[src/rtl/cpu_pkg.sv]
// rtl/cpu_pkg.sv - shared types and encodings for the CR16-style multicycle control path
// Purpose: state enum, opcode/ext field values, pc_src/wb_sel encodings and
//          the ALU-class tables used by instr_class_decode.
// Ports:   none (package).
package cpu_pkg;

  typedef enum logic [3:0] {
    S_FETCH   = 4'd0,
    S_LATCH   = 4'd1,
    S_DECODE  = 4'd2,
    S_EXEC    = 4'd3,
    S_LD_ADDR = 4'd4,
    S_LD_WB   = 4'd5,
    S_ST      = 4'd6,
    S_BRANCH  = 4'd7
  } state_t;

  localparam logic [3:0] OP_REG    = 4'h0;
  localparam logic [3:0] OP_MEM    = 4'h4;
  localparam logic [3:0] OP_BCOND  = 4'hC;
  localparam logic [3:0] EXT_LOAD  = 4'h0;
  localparam logic [3:0] EXT_STOR  = 4'h4;
  localparam logic [3:0] EXT_JAL   = 4'h8;
  localparam logic [3:0] EXT_JCOND = 4'hC;

  localparam logic [1:0] PC_SRC_INC  = 2'd0;
  localparam logic [1:0] PC_SRC_DISP = 2'd1;
  localparam logic [1:0] PC_SRC_REG  = 2'd2;

  localparam logic [1:0] WB_ALU  = 2'd0;
  localparam logic [1:0] WB_MEM  = 2'd1;
  localparam logic [1:0] WB_LINK = 2'd2;

  // Instruction class one-hot bit positions.
  localparam int CLS_W     = 6;
  localparam int CLS_ALU   = 0;
  localparam int CLS_LOAD  = 1;
  localparam int CLS_STOR  = 2;
  localparam int CLS_JCOND = 3;
  localparam int CLS_JAL   = 4;
  localparam int CLS_BCOND = 5;

  // ALU tables, one bit per ext (register form, op 0) or per op (immediates).
  // Flag writers: ADD 2, ADDC 3, SUB 9, CMP B.  Others defined: AND 1, OR 5,
  // XOR 6, MOV D; immediates add shifts (op 8) and LUI (op F).
  localparam logic [15:0] REG_PSR_MASK = 16'h0A0C;
  localparam logic [15:0] REG_DEF_MASK = 16'h2A6E;
  localparam logic [15:0] IMM_PSR_MASK = 16'h0A0C;
  localparam logic [15:0] IMM_DEF_MASK = 16'hAB6E;

endpackage

[src/rtl/instr_class_decode.sv]
// rtl/instr_class_decode.sv - op/ext to instruction class one-hot
// Purpose: classify the latched instruction for the control FSM.
// Ports:   op, ext          - instruction fields instr[15:12], instr[7:4]
//          cls              - one-hot class (CLS_* positions)
//          alu_defined      - ALU-class encoding is a real operation (else NOP)
//          psr_writes       - ALU operation updates the flags
module instr_class_decode
  import cpu_pkg::*;
(
  input  logic [3:0]       op,
  input  logic [3:0]       ext,
  output logic [CLS_W-1:0] cls,
  output logic             alu_defined,
  output logic             psr_writes
);

  always_comb begin
    cls         = '0;
    alu_defined = 1'b0;
    psr_writes  = 1'b0;
    if (op == OP_MEM && ext == EXT_LOAD) begin
      cls[CLS_LOAD] = 1'b1;
    end else if (op == OP_MEM && ext == EXT_STOR) begin
      cls[CLS_STOR] = 1'b1;
    end else if (op == OP_MEM && ext == EXT_JCOND) begin
      cls[CLS_JCOND] = 1'b1;
    end else if (op == OP_MEM && ext == EXT_JAL) begin
      cls[CLS_JAL] = 1'b1;
    end else if (op == OP_BCOND) begin
      cls[CLS_BCOND] = 1'b1;
    end else begin
      // Any remaining op 4 ext lands here and is absent from both tables -> NOP.
      cls[CLS_ALU] = 1'b1;
      if (op == OP_REG) begin
        alu_defined = REG_DEF_MASK[ext];
        psr_writes  = REG_PSR_MASK[ext];
      end else if (op != OP_MEM) begin
        alu_defined = IMM_DEF_MASK[op];
        psr_writes  = IMM_PSR_MASK[op];
      end
    end
  end

endmodule

[src/rtl/cpu_control_fsm.sv]
// rtl/cpu_control_fsm.sv - multicycle fetch/decode/execute control FSM
// Purpose: sequence each instruction and drive datapath enables (Moore).
// Ports:   clk, rst (sync, active-high), run, instr, cond_true
//          ir_we, pc_en, pc_src, mem_addr_sel, mem_we, rf_we, wb_sel,
//          psr_we, state_out
module cpu_control_fsm
  import cpu_pkg::*;
#(
  parameter logic [1:0] RESET_PC_SEL = 2'd0
) (
  input  logic        clk,
  input  logic        rst,
  input  logic        run,
  input  logic [15:0] instr,
  input  logic        cond_true,
  output logic        ir_we,
  output logic        pc_en,
  output logic [1:0]  pc_src,
  output logic        mem_addr_sel,
  output logic        mem_we,
  output logic        rf_we,
  output logic [1:0]  wb_sel,
  output logic        psr_we,
  output logic [3:0]  state_out
);

  state_t           state, state_nxt;
  logic             take;
  logic [CLS_W-1:0] cls;
  logic             alu_defined;
  logic             psr_writes;

  // Condition field and register specifiers belong to the datapath.
  logic unused_instr_bits;
  assign unused_instr_bits = ^{instr[11:8], instr[3:0]};

  instr_class_decode u_decode (
    .op          (instr[15:12]),
    .ext         (instr[7:4]),
    .cls         (cls),
    .alu_defined (alu_defined),
    .psr_writes  (psr_writes)
  );

  always_ff @(posedge clk) begin
    if (rst) begin
      state <= S_FETCH;
      take  <= 1'b0;
    end else begin
      state <= state_nxt;
      // cond_true is only valid while the flags match the decoded instruction.
      if (state == S_DECODE) take <= cond_true;
    end
  end

  always_comb begin
    state_nxt    = S_FETCH;
    ir_we        = 1'b0;
    pc_en        = 1'b0;
    pc_src       = PC_SRC_INC;
    mem_addr_sel = 1'b0;
    mem_we       = 1'b0;
    rf_we        = 1'b0;
    wb_sel       = WB_ALU;
    psr_we       = 1'b0;
    case (state)
      S_FETCH:  state_nxt = run ? S_LATCH : S_FETCH;
      S_LATCH: begin
        ir_we     = 1'b1;
        state_nxt = S_DECODE;
      end
      S_DECODE: begin
        if (cls[CLS_LOAD])      state_nxt = S_LD_ADDR;
        else if (cls[CLS_STOR]) state_nxt = S_ST;
        else if (cls[CLS_JCOND] || cls[CLS_JAL] || cls[CLS_BCOND])
                                state_nxt = S_BRANCH;
        else                    state_nxt = S_EXEC;
      end
      S_EXEC: begin
        rf_we  = alu_defined;
        psr_we = alu_defined && psr_writes;
        pc_en  = 1'b1;
      end
      S_LD_ADDR: begin
        mem_addr_sel = 1'b1;
        state_nxt    = S_LD_WB;
      end
      S_LD_WB: begin
        mem_addr_sel = 1'b1;
        rf_we        = 1'b1;
        wb_sel       = WB_MEM;
        pc_en        = 1'b1;
      end
      S_ST: begin
        mem_addr_sel = 1'b1;
        mem_we       = 1'b1;
        pc_en        = 1'b1;
      end
      S_BRANCH: begin
        pc_en = 1'b1;
        if (cls[CLS_JAL]) begin
          pc_src = PC_SRC_REG;
          rf_we  = 1'b1;
          wb_sel = WB_LINK;
        end else if (cls[CLS_JCOND]) begin
          pc_src = take ? PC_SRC_REG : PC_SRC_INC;
        end else begin
          pc_src = take ? PC_SRC_DISP : PC_SRC_INC;
        end
      end
      default: state_nxt = S_FETCH;
    endcase
    // Reset masks the strobes in the same cycle, whatever state we were in.
    if (rst) begin
      ir_we        = 1'b0;
      pc_en        = 1'b0;
      pc_src       = RESET_PC_SEL;
      mem_addr_sel = 1'b0;
      mem_we       = 1'b0;
      rf_we        = 1'b0;
      wb_sel       = WB_ALU;
      psr_we       = 1'b0;
    end
  end

  assign state_out = state;

endmodule

[config.mk]
export PLATFORM = sky130hd
export DESIGN_NAME = cpu_control_fsm
export DESIGN_NICKNAME = d
export VERILOG_FILES = /design/src/rtl/cpu_pkg.sv /design/src/rtl/instr_class_decode.sv /design/src/rtl/cpu_control_fsm.sv
export SDC_FILE = /design/constraint.sdc
export NUM_CORES = 1
export LEC_CHECK = 0
export BUFFER_PORTS_ARGS = -buffer_cell sky130_fd_sc_hd__clkbuf_2
export CAP_MARGIN = 20
export CORE_AREA = 8 8 46 48
export CTS_CLUSTER_DIAMETER = 60
export DETAILED_ROUTE_END_ITERATION = 12
export DIE_AREA = 0 0 54 56
export GPL_TIMING_DRIVEN = 0
export HOLD_SLACK_MARGIN = 0.03
export PLACE_DENSITY = 0.75
export SLEW_MARGIN = 30
export SYNTH_ARGS = -nofsm -noshare
export SYNTH_HDL_FRONTEND = slang
export SYNTH_SLANG_ARGS = --single-unit
[constraint.sdc]
create_clock -name clk -period 2 [get_ports clk]
set_input_delay 0.3 -clock clk [delete_from_list [all_inputs] [get_ports clk]]
set_output_delay 0.3 -clock clk [all_outputs]
set_load 0.01 [all_outputs]
==> reports/results.txt <==
The area of the placeable core was 0.00144 sq mm. The total standard cell area after synthesis was 507 sq um. In this run the core area contains 14 standard-cell rows.

Synthesized flop and latch total: 4. The number of top-level pins was 34; the number of antenna violations at the first check in global routing was 0. The total placed cells including tap cells was 112; the latest clock arrival within the worst-skew pair was 0.24 ns. The tightest min-delay check is of the input pin to flip-flop type.

The type of destination of the critical path is a primary output. After synthesis, the mean cell area works out to 7.04 sq um. Setup repair after global routing left no endpoint under its margin. The tools report the total vias in the final route as 588. The critical path goes through buf_6, inv_4, ha_4, mux4_2, a221oi_2, o22ai_1, buf_2. The count of different cell masters after synthesis was 29; the number of search-and-repair iterations in the first detailed-routing pass was 3. The final worst-path cycle share came out at 0.981. The startpoint identified for the worst register-to-register timing path is state_out[1]. The number of post-CTS setup repair buffers came out at 0.

The source of the critical timing path is instr[5]. The number of buffers inserted for hold repair after clock tree synthesis came out at 0. The category of cells accounting for the largest share of critical-path delay was multiplexers. Dividing the detail-routed wire length by the instance count gives 12.3 um.

The tools report the post-synthesis sequential area ratio as 0.158. Worst reg-to-reg path cell count: 3. In this run the deepest clock path goes through 2 buffers. STA classifies the critical path startpoint as an input pin. The most common library cell in the layout ignoring fill and taps was sky130_fd_sc_hd__clkbuf_2. The tools report the via count of the first global-routing pass as 562. Summed over all nets, the half-perimeter wirelength after detailed placement is 1120 um.

Setup violations remaining at the end of the flow were counted as 0. The layout overhead on the synthesized area is 39.8%. For this run, the slowest stage of the critical path takes 0.47 ns. The die footprint came out at 0.00302 sq mm. Leaving out fill and tap cells, the most frequent cells in the layout are 21 x sky130_fd_sc_hd__clkbuf_2, 6 x sky130_fd_sc_hd__inv_1, 6 x sky130_fd_sc_hd__o21ai_0, 6 x sky130_fd_sc_hd__a21oi_1, 6 x sky130_fd_sc_hd__nor3_1. The overall power consumption is 299 uW. The slowest stage of the critical path is the sky130_fd_sc_hd__mux4_2 cell.

The final-report max-slew violation count was 0. The highest attainable clock frequency is 0.510 GHz, and the final hold violation count is 0. The tools report the post-layout utilization of the core as 0.493. The first routing iteration left 3 violations. The maximum fanout encountered on the critical timing path is 3, and the clock buffer count from CTS is 3. Die width: 54 um. At the worst endpoint, the arrival time is 1.66 ns. TritonCTS built the clock tree. The run finished with clean final reports. In this run the cell area measured after placement is 647 sq um. After routing the design area is 708 sq um.

The starting density of the core is 0.353. The number of nets in the layout was 126. The largest net degree at the start of global routing came out at 11. The total grt overflow is 0.

The critical path is of the input pin to primary output type. The cell count after synthesis came out at 72. Clock tree synthesis found a total of 4 sinks. The static leakage power is 0.000337 uW, and the count of antenna diodes in the layout is 0. The first global-routing pass estimated 2220 um of wire. The count of yosys warnings during synthesis came out at 0. The run gives 115 as the post-route non-filler standard cell count. The power per cell area came out at 422 mW/mm^2. The fraction of final layout cells sized beyond drive strength 1 was 0.374; the largest voltage drop on the vdd net was 0.000171 V.

The number of design rule violations left after detail routing came out at 0. The count of nets left with antenna violations once routing finished came out at 0. Counting both buffers and inverters, the worst setup path holds a total of 3. The logs give 0.0920 for the global-route total usage across every layer and 97 for the synthesized net count. After clock tree synthesis, the clock-pin slew on the worst setup and hold paths is 0.04 ns. The routed design could run at a clock period as short as 1.96 ns. The H-tree depth was 1; the reg-to-reg setup timing slack was 0.74 ns. At the end of routability-driven placement, the weighted congestion stood at 0.764. The die is 56 um tall.

Max-cap violations in this run came to 0. The master cell of the clock root buffer is sky130_fd_sc_hd__clkbuf_4. Capture point of the critical path: rf_we. The run gives 1420 um as the aggregate routed wire length. The port buffer count is 24, and the cell depth of the worst setup path is 7. For the worst setup path, the data required time is 1.70 ns. In this run the critical register-to-register path is captured at state_out[0]. Using the TritonRoute via totals, the vias-per-cell ratio works out to 5.11.

The filler cells instantiated in the layout total 159. The tools report the final setup skew as 0.000629 ns.
[worst reg2reg max path, stage by stage, from the launching register on]
cell	delay (ns)
sky130_fd_sc_hd__dfxtp_1	0.47
sky130_fd_sc_hd__inv_1	0.14
sky130_fd_sc_hd__or3_1	0.38
sky130_fd_sc_hd__a211oi_1	0.18
[power by group]
group	switching [uW]	internal, uW	total, uW
logic	54.1	48.9	103
registers	6.49	86.0	92.4
clock network	35.9	67.3	103
[synthesized netlist by cell type, drive strengths merged]
| master | n | area, sq um |
|---|---|---|
| and2 | 1 | 6.26 |
| and2b | 1 | 8.76 |
| ha | 5 | 62.6 |
| mux2i | 1 | 10.0 |
| or2 | 1 | 6.26 |
| mux4 | 1 | 22.5 |
| a21oi | 6 | 30.0 |
| nand2b | 2 | 12.5 |
| o21a | 1 | 7.51 |
| a221oi | 1 | 15.0 |
| nand4 | 2 | 12.5 |
| and3 | 1 | 6.26 |
| o22ai | 1 | 6.26 |
| nor4b | 1 | 8.76 |
| nand4b | 1 | 8.76 |
| o21ai | 6 | 30.0 |
| nand2 | 5 | 18.8 |
| nor2 | 5 | 18.8 |
| nor2b | 3 | 18.8 |
| nand3 | 1 | 5.00 |
| conb | 1 | 3.75 |
| inv | 8 | 30.0 |
| or3 | 1 | 6.26 |
| a211oi | 2 | 15.0 |
| nor3 | 6 | 30.0 |
| clkbuf | 1 | 3.75 |
| o211ai | 1 | 7.51 |
| dfxtp | 4 | 80.1 |
| buf | 2 | 15.0 |
[worst min path at each step]
stage | start | end | slack (ns) | cells past startpoint
6_report | cond_true | take | 0.29 | 3
4_1_cts | cond_true | take | 0.29 | 3
2_1_floorplan | rst | take | 0.37 | 1
3_5_place_dp | take | take | 0.49 | 2
3_3_place_gp | take | take | 0.48 | 2
5_1_grt | cond_true | take | 0.32 | 3
[routing by layer]
layer / up-vias / share of wire / global-route usage
li1: 307 / - / -
met1: 252 / 0.41 / 0.106
met2: 24 / 0.45 / 0.139
met3: 5 / 0.11 / 0.0241
met4: 0 / 0.031 / 0.0634
met5: - / 0 / 0
[logic make-up after synthesis]
logic type                 synth area share
DFF                                   0.158
muxes                                0.0642
buffers and inverters                0.0963
other                               0.00740
AOI/OAI and AO/OA                     0.220
adders and majority gates             0.123
and+or+nand+nor                       0.331
[state kept, by name (all words and copies together) (netlist names)]
register   cells
take           1
state_out      3
[area by class of cell]
| class | count | area [sq um] | share of cell area |
|---|---|---|---|
| well taps | 16 | 20.0 | 0.0283 |
| inverters | 8 | 37.5 | 0.0530 |
| multi-input cells | 57 | 393 | 0.555 |
| plain buffers | 3 | 18.8 | 0.0265 |
| repair buffers | 24 | 136 | 0.193 |
| clock buffers | 3 | 22.5 | 0.0318 |
| flip-flops and latches | 4 | 80.1 | 0.113 |
[per-stage QoR]
step / hold WS (ns) / setup WS [ns] / setup TNS [ns]
floorplan: 0.369 / 0.251 / 0
global placement: 0.482 / -0.0367 / -0.0397
detailed placement: 0.495 / -0.0568 / -0.0884
CTS: 0.292 / -0.0505 / -0.0570
global route: 0.317 / 0.000278 / 0
finish: 0.287 / 0.0381 / 0
[repair_timing]
action,CTS,global route
setup endpoints to repair,2,2
resized for setup,3,8
pin swaps,3,4
endpoints found under the hold margin,0,0
No activity file was read; power rests on OpenSTA's default activity.
